File: config.mk
export PLATFORM = sky130hd
export DESIGN_NAME = nn_xor_result_collector
export DESIGN_NICKNAME = d
export VERILOG_FILES = /design/src/rtl/nn_pkg.sv /design/src/rtl/nn_result_fifo.sv /design/src/rtl/nn_xor_result_collector.sv
export SDC_FILE = /design/constraint.sdc
export NUM_CORES = 1
export LEC_CHECK = 0
export ABC_CLOCK_PERIOD_IN_PS = 8000
export CORE_AREA = 3 3 128 130
export CTS_CLUSTER_DIAMETER = 80
export DETAILED_ROUTE_END_ITERATION = 10
export DIE_AREA = 0 0 131 133
export PLACE_DENSITY = 0.93
export SLEW_MARGIN = 20
export SYNTH_ARGS = -nofsm -noshare
export SYNTH_HDL_FRONTEND = slang
export SYNTH_SLANG_ARGS = --single-unit
File: constraint.sdc
create_clock -name clk -period 8 [get_ports clk]
set_clock_uncertainty 0.15 [all_clocks]
set_input_delay 2.4 -clock clk [delete_from_list [all_inputs] [get_ports clk]]
set_output_delay 2.4 -clock clk [all_outputs]
set_load 0.05 [all_outputs]
File: src/rtl/nn_pkg.sv
// Shared types and constants for the XOR network result path: float helpers,
// exception-bit positions and the buffered result entry.
package nn_pkg;
    localparam int FLOAT_W = 32;
    localparam int EXP_W   = 8;
    localparam int EXC_W   = 5;
    localparam logic [FLOAT_W-1:0] FLOAT_HALF = 32'h3F00_0000;

    localparam int EXC_INVALID   = 4;
    localparam int EXC_DIV0      = 3;
    localparam int EXC_OVERFLOW  = 2;
    localparam int EXC_UNDERFLOW = 1;
    localparam int EXC_INEXACT   = 0;

    typedef struct packed {
        logic [FLOAT_W-1:0] data;
        logic [EXC_W-1:0]   exc;
        logic               cbit;
        logic               exp;
        logic               err;
    } result_entry_t;

    function automatic logic is_nan(input logic [FLOAT_W-1:0] f);
        return (&f[FLOAT_W-2 -: EXP_W]) && (|f[FLOAT_W-2-EXP_W:0]);
    endfunction
endpackage

File: src/rtl/nn_result_fifo.sv
// Synchronous FIFO of result entries; head is read from storage registers,
// so a written entry becomes visible one cycle after the push.
module nn_result_fifo import nn_pkg::*; #(
    parameter  int DEPTH = 4,
    localparam int AW    = $clog2(DEPTH)
) (
    input  logic          clk,
    input  logic          rst_l,
    input  logic          clr,
    input  logic          push,
    input  logic          pop,
    input  result_entry_t wdata,
    output result_entry_t rdata,
    output logic          full,
    output logic          empty,
    output logic [AW:0]   count
);
    localparam logic [AW:0] FULL_CNT = DEPTH[AW:0];

    result_entry_t   mem [DEPTH];
    logic [AW-1:0]   wptr, rptr;
    logic            do_pop, do_push;

    assign empty   = (count == '0);
    assign full    = (count == FULL_CNT);
    assign do_pop  = pop & ~empty & ~clr;
    assign do_push = push & (~full | do_pop) & ~clr;

    always_ff @(posedge clk or negedge rst_l) begin
        if (!rst_l) begin
            wptr  <= '0;
            rptr  <= '0;
            count <= '0;
        end else if (clr) begin
            wptr  <= '0;
            rptr  <= '0;
            count <= '0;
        end else begin
            if (do_push) wptr <= wptr + 1'b1;
            if (do_pop)  rptr <= rptr + 1'b1;
            if (do_push && !do_pop)      count <= count + 1'b1;
            else if (do_pop && !do_push) count <= count - 1'b1;
        end
    end

    always_ff @(posedge clk) begin
        if (do_push) mem[wptr] <= wdata;
    end

    // Storage is not reset; mask the head so outputs read 0 while empty.
    assign rdata = empty ? '0 : mem[rptr];
endmodule

File: src/rtl/nn_xor_result_collector.sv
// Tracks issued A/B pairs through the network latency, classifies the float
// output at capture time, buffers results and keeps pass/error statistics.
module nn_xor_result_collector import nn_pkg::*; #(
    parameter  int exp_width  = 8,
    parameter  int mant_width = 24,
    parameter  int NN_LATENCY = 3,
    parameter  int DEPTH      = 4,
    parameter  logic [exp_width+mant_width-1:0] THRESH = FLOAT_HALF,
    parameter  int CNT_W      = 16,
    localparam int W          = exp_width + mant_width
) (
    input  logic             clk,
    input  logic             rst_l,
    input  logic             issue,
    input  logic             in_a_bit,
    input  logic             in_b_bit,
    input  logic [W-1:0]     nn_out,
    input  logic [4:0]       nn_exc,
    input  logic             clr,
    output logic             out_valid,
    input  logic             out_ready,
    output logic [W-1:0]     out_data,
    output logic [4:0]       out_exc,
    output logic             out_bit,
    output logic             out_exp,
    output logic             out_err,
    output logic [CNT_W-1:0] pass_cnt,
    output logic [CNT_W-1:0] err_cnt,
    output logic             overflow,
    output logic [4:0]       exc_sticky
);
    localparam int AW = $clog2(DEPTH);

    logic [NN_LATENCY-1:0] tag_v, tag_a, tag_b;
    logic                  cap, live, pop, push, drop;
    logic                  nan, res_bit, exp_bit, err_bit;
    logic                  full, empty;
    logic [AW:0]           occ;
    result_entry_t         entry, head;

    always_ff @(posedge clk or negedge rst_l) begin
        if (!rst_l) begin
            tag_v <= '0;
            tag_a <= '0;
            tag_b <= '0;
        end else begin
            tag_v[0] <= issue;
            tag_a[0] <= in_a_bit;
            tag_b[0] <= in_b_bit;
            for (int i = 1; i < NN_LATENCY; i++) begin
                tag_v[i] <= tag_v[i-1];
                tag_a[i] <= tag_a[i-1];
                tag_b[i] <= tag_b[i-1];
            end
        end
    end

    assign cap     = tag_v[NN_LATENCY-1];
    assign nan     = is_nan(nn_out);
    // Sign-magnitude compare on the non-sign bits orders all positive floats, Inf included.
    assign res_bit = ~nn_out[W-1] & ~nan & (nn_out[W-2:0] >= THRESH[W-2:0]);
    assign exp_bit = tag_a[NN_LATENCY-1] ^ tag_b[NN_LATENCY-1];
    assign err_bit = nan | (res_bit ^ exp_bit);

    assign live = cap & ~clr;
    assign pop  = out_valid & out_ready;
    assign push = live & (~full | pop);
    assign drop = live & full & ~pop;

    assign entry = '{data: nn_out, exc: nn_exc, cbit: res_bit, exp: exp_bit, err: err_bit};

    nn_result_fifo #(.DEPTH(DEPTH)) u_fifo (
        .clk   (clk),
        .rst_l (rst_l),
        .clr   (clr),
        .push  (push),
        .pop   (pop),
        .wdata (entry),
        .rdata (head),
        .full  (full),
        .empty (empty),
        .count (occ)
    );

    always_comb assert (empty == (occ == '0));

    assign out_valid = ~empty;
    assign out_data  = head.data;
    assign out_exc   = head.exc;
    assign out_bit   = head.cbit;
    assign out_exp   = head.exp;
    assign out_err   = head.err;

    // Statistics count every live capture, including ones the FIFO had to drop.
    always_ff @(posedge clk or negedge rst_l) begin
        if (!rst_l) begin
            pass_cnt   <= '0;
            err_cnt    <= '0;
            overflow   <= 1'b0;
            exc_sticky <= '0;
        end else if (clr) begin
            pass_cnt   <= '0;
            err_cnt    <= '0;
            overflow   <= 1'b0;
            exc_sticky <= '0;
        end else if (live) begin
            exc_sticky <= exc_sticky | nn_exc;
            if (drop) overflow <= 1'b1;
            if (err_bit) begin
                if (!(&err_cnt)) err_cnt <= err_cnt + 1'b1;
            end else begin
                if (!(&pass_cnt)) pass_cnt <= pass_cnt + 1'b1;
            end
        end
    end
endmodule

==> results by group, run 1 <==
Outcome
  • Status: completed

Layout
  • Antenna diodes: 0
  • Area Growth Syn to Fin: 23.8%
  • Fin nets: 736
  • Layout cells sized above 1: 13.6%

Worst hold path
  • Hold path depth: 0
  • Min-delay src: tag_a[0]
  • Worst Hold End: tag_a[1]
  • Tightest Hold Check Type: flop to flop

STA
  • Rel. slew slack: 29.5%
  • Setup_tns: 0 ns
  • Tmin final: 5.87 ns
  • Worst-Margin Slew: 1.06 ns
  • Tcrit/Tclk final: 73.4%
  • Final Max Slew Viols: 0
  • Final setup viols: 0
  • Hold Slack: 0.202 ns
  • RSZ-0062 raised after global routing: false
  • Final Hold Fails: 0
  • Max Clock Freq: 170 MHz

Critical path
  • Critical Path AT: 3.32 ns
  • Worst setup EP type: output pin
  • CP Buf/Inv Count: 2
  • Worst r2r src: u_fifo.count[0]
  • Reg2Reg Depth: 7
  • R2R setup slack: 4.86 ns
  • Worst R2R End: u_fifo.count[1]
  • Worst-path maximum fanout: 24
  • Cells along the critical path: buf_4, mux4_2, and2_1, clkdlybuf4s50_1
  • Worst EP required: 5.45 ns
  • Crit-path slowest cell: dfrtp_2
  • Crit Path Class: flop to output pin
  • Critical Path Max Stage Delay: 0.88 ns
  • Crit-path leading delay family: buffers and inverters
  • Startpoint class of the critical path: flop

Floorplan
  • Initial Util: 58.4%
  • Die area: 0.0174 mm2
  • Die height: 133 um
  • Core Area: 0.0153 mm2
  • Io pins: 123
  • Rows: 45
  • Die X: 131 um

Placed design
  • PortBufs: 122
  • HPWL Detailed: 11900 um
  • GPL Wtd Cong: 0.853

Clock network
  • Worst-Skew Late Latency: 0.49 ns
  • Gates resized, CTS repair: 0
  • Clk slew on worst S/H paths: 0.06 ns
  • Number of hold buffers added after cts: 0
  • Clk sinks: 214
  • CTS Buffer Depth: 3
  • Setup Fix Bufs, Post-CTS: 0
  • Depth of the CTS H-tree: 1
  • CTS tree: yes
  • Num CTS Buffers: 22
  • Root Driver: clkbuf_16

GRT
  • Initial antenna violation count: 0
  • Grt ovf: 0
  • Global-route wire length before repair: 31200 um
  • Total GRT Usage: 23.0%
  • Largest net degree at the start of global routing: 55
  • Vias in the first global route: 5920

Routing
  • Vias after detailed routing: 5558
  • DRC viols: 0
  • WL final: 19700 um
  • Post-route ant nets: 0
  • Initial DRC count: 509
  • Drt pass-1 iters: 5
  • Via density: 6.09
  • WL per Instance: 21.6 um

Yosys
  • Cell with the most instances after synthesis: edfxtp_1
  • Top cells by instance count after synthesis: edfxtp_1, dfrtp_1, and2_1
  • Post-Synthesis Cells: 562
  • Flops & latches, synth: 214
  • Top_reg_cell synth: edfxtp_1
  • Post-Syn Area per Cell: 15.9 um2
  • Async SR Flop Fraction: 25.2%
  • Register area share after synthesis: 69.1%
  • Synthesized Nets: 613
  • Number of synthesized flops with an enable pin: 160
  • Post-Synthesis Cell Area: 0.00891 mm2
  • Synth warn: 0
  • Top post-synthesis cells by area: edfxtp_1, dfrtp_1, mux4_2
  • Distinct cells, synth: 50
  • Largest area contributor in the netlist: edfxtp_1
  • Top cell type's share of synthesized area: 53.9%

Pwr
  • Leak: 3.76 nW
  • VDD IR max: 0.000198 V
  • Power per standard cell area: 321 mW/mm2
  • Total chip power: 3.54 mW

Job
  • Maxcap violations: 0
==> layout by cell type (no fill, tap or decap), types with 9 or more instances in the layout <==
master,n
mux4_2,40
o31ai_1,11
inv_1,10
clkbuf_16,23
nand4_1,15
o21ai_0,12
or3_1,9
edfxtp_1,160
dfrtp_1,52
nand2_1,15
nor2_1,30
or4_1,11
a21oi_1,28
and2_1,45
clkdlybuf4s50_1,121
nand3_1,18
==> per-stage QoR <==
stage	utilization (%)	setup WS, ns	cell area (um2)	instances
2_1_floorplan	-	3.51	8910	562
4_1_cts	72.3	2.06	11000	912
3_5_place_dp	67.6	2.40	10300	872
3_3_place_gp	67.6	2.63	10300	872
6_report	72.3	2.13	11000	912
5_1_grt	72.3	1.91	11000	912
==> how the worst max path moves through the flow <==
stage	start	endpoint	slack (ns)	cells after the start
after floorplan	out_ready	u_fifo.count[1]	3.51	7
after global placement	u_fifo.rptr[0]	out_data[3]	2.63	4
after detailed placement	out_ready	u_fifo.count[1]	2.40	8
after CTS	u_fifo.rptr[0]	out_data[8]	2.06	4
after global routing	u_fifo.rptr[0]	out_data[8]	1.91	4
final	u_fifo.rptr[0]	out_data[8]	2.13	4
==> cell families after synthesis <==
| group | synth area share [%] |
|---|---|
| AOI/OAI and AO/OA | 5.05 |
| xor gates and xnor gates | 0.983 |
| adders and majority gates | 1.07 |
| buffers and inverters | 1.91 |
| DFF | 69.1 |
| muxes | 10.7 |
| and+or+nand+nor | 11.2 |
==> report_power, final <==
part / internal, mW / total [mW] / switching [mW]
Sequential: 1.25 / 1.33 / 0.0720
Combinational: 0.463 / 1.22 / 0.759
Clock: 0.590 / 0.993 / 0.403
==> cell type report <==
type,instances,area [um2]
inverters,11,43.8
repair buffers,127,1250
well taps,211,264
flip-flops and latches,214,6160
fillers,923,4230
clock buffers,32,639
multi-input cells,309,2600
clock inverters,8,75.1
==> per-layer routing <==
layer | part of all wire (%) | up-vias | GRT usage [%]
li1 | - | 2438 | -
met1 | 39 | 2770 | 31.2
met2 | 50 | 312 | 38.2
met3 | 8.2 | 38 | 4.00
met4 | 2.4 | 0 | 7.14
met5 | 0 | - | 0
==> flip-flops by register name, summed over array words and instances, names as in the netlist <==
register	count
u_fifo.mem	160
err_cnt	16
pass_cnt	16
exc_sticky	5
tag_a	3
tag_b	3
tag_v	3
u_fifo.count	3
u_fifo.rptr	2
u_fifo.wptr	2
overflow	1
Power figures use the tool's default switching activity.
==> run 2, diff against run 1 <==
Settings changed: ABC_CLOCK_PERIOD_IN_PS 8000 to 5700, CORE_AREA 3 3 128 130 to 3 3 132 134, DIE_AREA 0 0 131 133 to 0 0 135 137, PLACE_DENSITY 0.93 to 0.89.
Clock period 8 ns to 5.7 ns, I/O delays scaled along.
==> results by group, run 2 (synthesis gave the netlist of run 1 again) <==
Outcome
  • Status: completed

Layout
  • Layout fillers: 1049
  • Antenna diodes: 0
  • Area Growth Syn to Fin: 24.9%
  • Largest register FFs: 160
  • Most common cell after layout, fill and taps aside: edfxtp_1
  • Biggest register: u_fifo.mem
  • Largest registers: u_fifo.mem x160, err_cnt x16, pass_cnt x16
  • Finished Layout Cells: 925
  • FF+latch area: 0.00616 mm2
  • Layout cells sized above 1: 14.6%
  • Multi-input combinational cell area: 0.00259 mm2
  • Most frequent cells in the layout: edfxtp_1, clkdlybuf4s50_1, dfrtp_1
  • Fin nets: 740

Critical path
  • Cells along the critical path: buf_12, mux4_2, and2_1, clkdlybuf4s50_1
  • Worst r2r src: tag_v[2]
  • Crit-path leading delay family: buffers and inverters
  • Setup crit start: u_fifo.rptr[0]
  • Crit-path slowest cell: dfrtp_2
  • Worst R2R End: u_fifo.count[1]
  • Crit Path Class: flop to output pin
  • R2R setup slack: 2.63 ns
  • Critical Path Sink: out_data[12]
  • Startpoint class of the critical path: flop
  • Worst EP required: 3.84 ns
  • Critical Path AT: 3.05 ns
  • Critical Path Max Stage Delay: 0.82 ns
  • Worst setup EP type: output pin
  • Worst-path maximum fanout: 23
  • Stages on the worst setup path: 4
  • CP Buf/Inv Count: 2
  • Reg2Reg Depth: 7

Clock network
  • Gates resized, CTS repair: 0
  • CTS tree: yes
  • Depth of the CTS H-tree: 1
  • Number of hold buffers added after cts: 0
  • Root Driver: clkbuf_16
  • Worst-Skew Late Latency: 0.49 ns
  • Clk sinks: 214
  • Clk slew on worst S/H paths: 0.06 ns
  • Setup Fix Bufs, Post-CTS: 0
  • CTS Buffer Depth: 3
  • Num CTS Buffers: 22

Placed design
  • GPL Wtd Cong: 0.892
  • PortBufs: 122
  • HPWL Detailed: 11900 um
  • Placed insts: 885

Job
  • Maxcap violations: 0

Floorplan
  • Die height: 137 um
  • Die area: 0.0185 mm2
  • Initial Util: 54.3%
  • Core Area: 0.0164 mm2
  • Io pins: 123
  • Rows: 47
  • Die X: 135 um

GRT
  • Largest net degree at the start of global routing: 55
  • Initial antenna violation count: 0
  • Vias in the first global route: 5721
  • Grt ovf: 0
  • Global-route wire length before repair: 30400 um
  • Total GRT Usage: 20.8%

Pwr
  • Switching pwr: 1.73 mW
  • Switching Share: 34.2%
  • Clock group share of total power: 29.2%
  • Cell Int Power: 3.33 mW
  • VDD IR max: 0.000273 V
  • Leak: 3.81 nW
  • Seq pwr share: 36.6%
  • Power per standard cell area: 455 mW/mm2
  • Logic pwr share: 34.2%

Routing
  • Drt pass-1 iters: 5
  • DRC viols: 0
  • Via density: 5.98
  • Vias after detailed routing: 5529
  • WL final: 19200 um
  • Post-route ant nets: 0
  • WL per Instance: 20.8 um
  • Initial DRC count: 416

STA
  • Final Hold Fails: 0
  • Setup_tns: 0 ns
  • Max Clock Freq: 204 MHz
  • Final Max Slew Viols: 0
  • Tcrit/Tclk final: 86.1%
  • Rel. slew slack: 27.1%
  • Final setup viols: 0
  • RSZ-0062 raised after global routing: false
  • Tmin final: 4.91 ns
  • Worst-Margin Slew: 1.09 ns

Worst hold path
  • Tightest Hold Check Type: flop to flop
## run 2: changes by cell type in the layout (fill, tap and decap cells not counted), moves of 2 or more
| cell | previous run | this run |
|---|---|---|
| buf_4 | 5 | 8 |
| clkbuf_1 | 6 | 1 |
| clkbuf_8 | 3 | 1 |
| bufinv_16 | 1 | 3 |
| and2_2 | 1 | 3 |
| and2_4 | 4 | 2 |
| clkinv_2 | 5 | 8 |
## run 2: through the flow
stage	hold slack [ns]	total power, mW	utilization, %	worst slack (ns)	cell area, um2
finish	0.198	5.07	67.8	0.791	11100
global route	0.202	5.27	67.8	0.594	11100
CTS	0.203	5.12	67.8	0.715	11100
detailed placement	0.189	3.63	63.2	0.891	10400
global placement	0.184	3.59	63.2	1.07	10400
floorplan	0.181	3.06	-	1.90	8910
## run 2: area by class of cell
cell class              count  area share (%)
clock buffers              26            5.55
inverters                  11           0.393
flip-flops and latches    214            55.3
multi-input cells         309            23.3
repair buffers            131            11.6
well taps                 220            2.47
clock inverters            14            1.32
## run 2: per-layer routing
layer  global-route usage (%)  vias to the layer above  share of wire [%]
met5                        0                        -                  0
met2                     35.4                      267                 50
met4                     5.15                        0                1.3
met3                     3.79                       29                8.2
li1                         -                     2452                  -
met1                     28.3                     2781                 40
## run 2: how the worst min path moves through the flow
stage               slack [ns]  cells after the start  startpoint        to
floorplan                 0.18                      0    tag_a[0]  tag_a[1]
global placement          0.18                      0    tag_v[0]  tag_v[1]
detailed placement        0.19                      0    tag_v[1]  tag_v[2]
CTS                       0.20                      0    tag_b[1]  tag_b[2]
global route              0.20                      0    tag_a[1]  tag_a[2]
finish                    0.20                      0    tag_a[1]  tag_a[2]
## run 2: power by group through the flow
stage | registers, mW | logic, mW | clock network (mW)
after floorplan | 1.83 | 1.22 | 0
after global placement | 1.88 | 1.71 | 0
after detailed placement | 1.89 | 1.74 | 0
after CTS | 1.86 | 1.75 | 1.51
after global routing | 1.87 | 1.82 | 1.58
final | 1.86 | 1.73 | 1.48
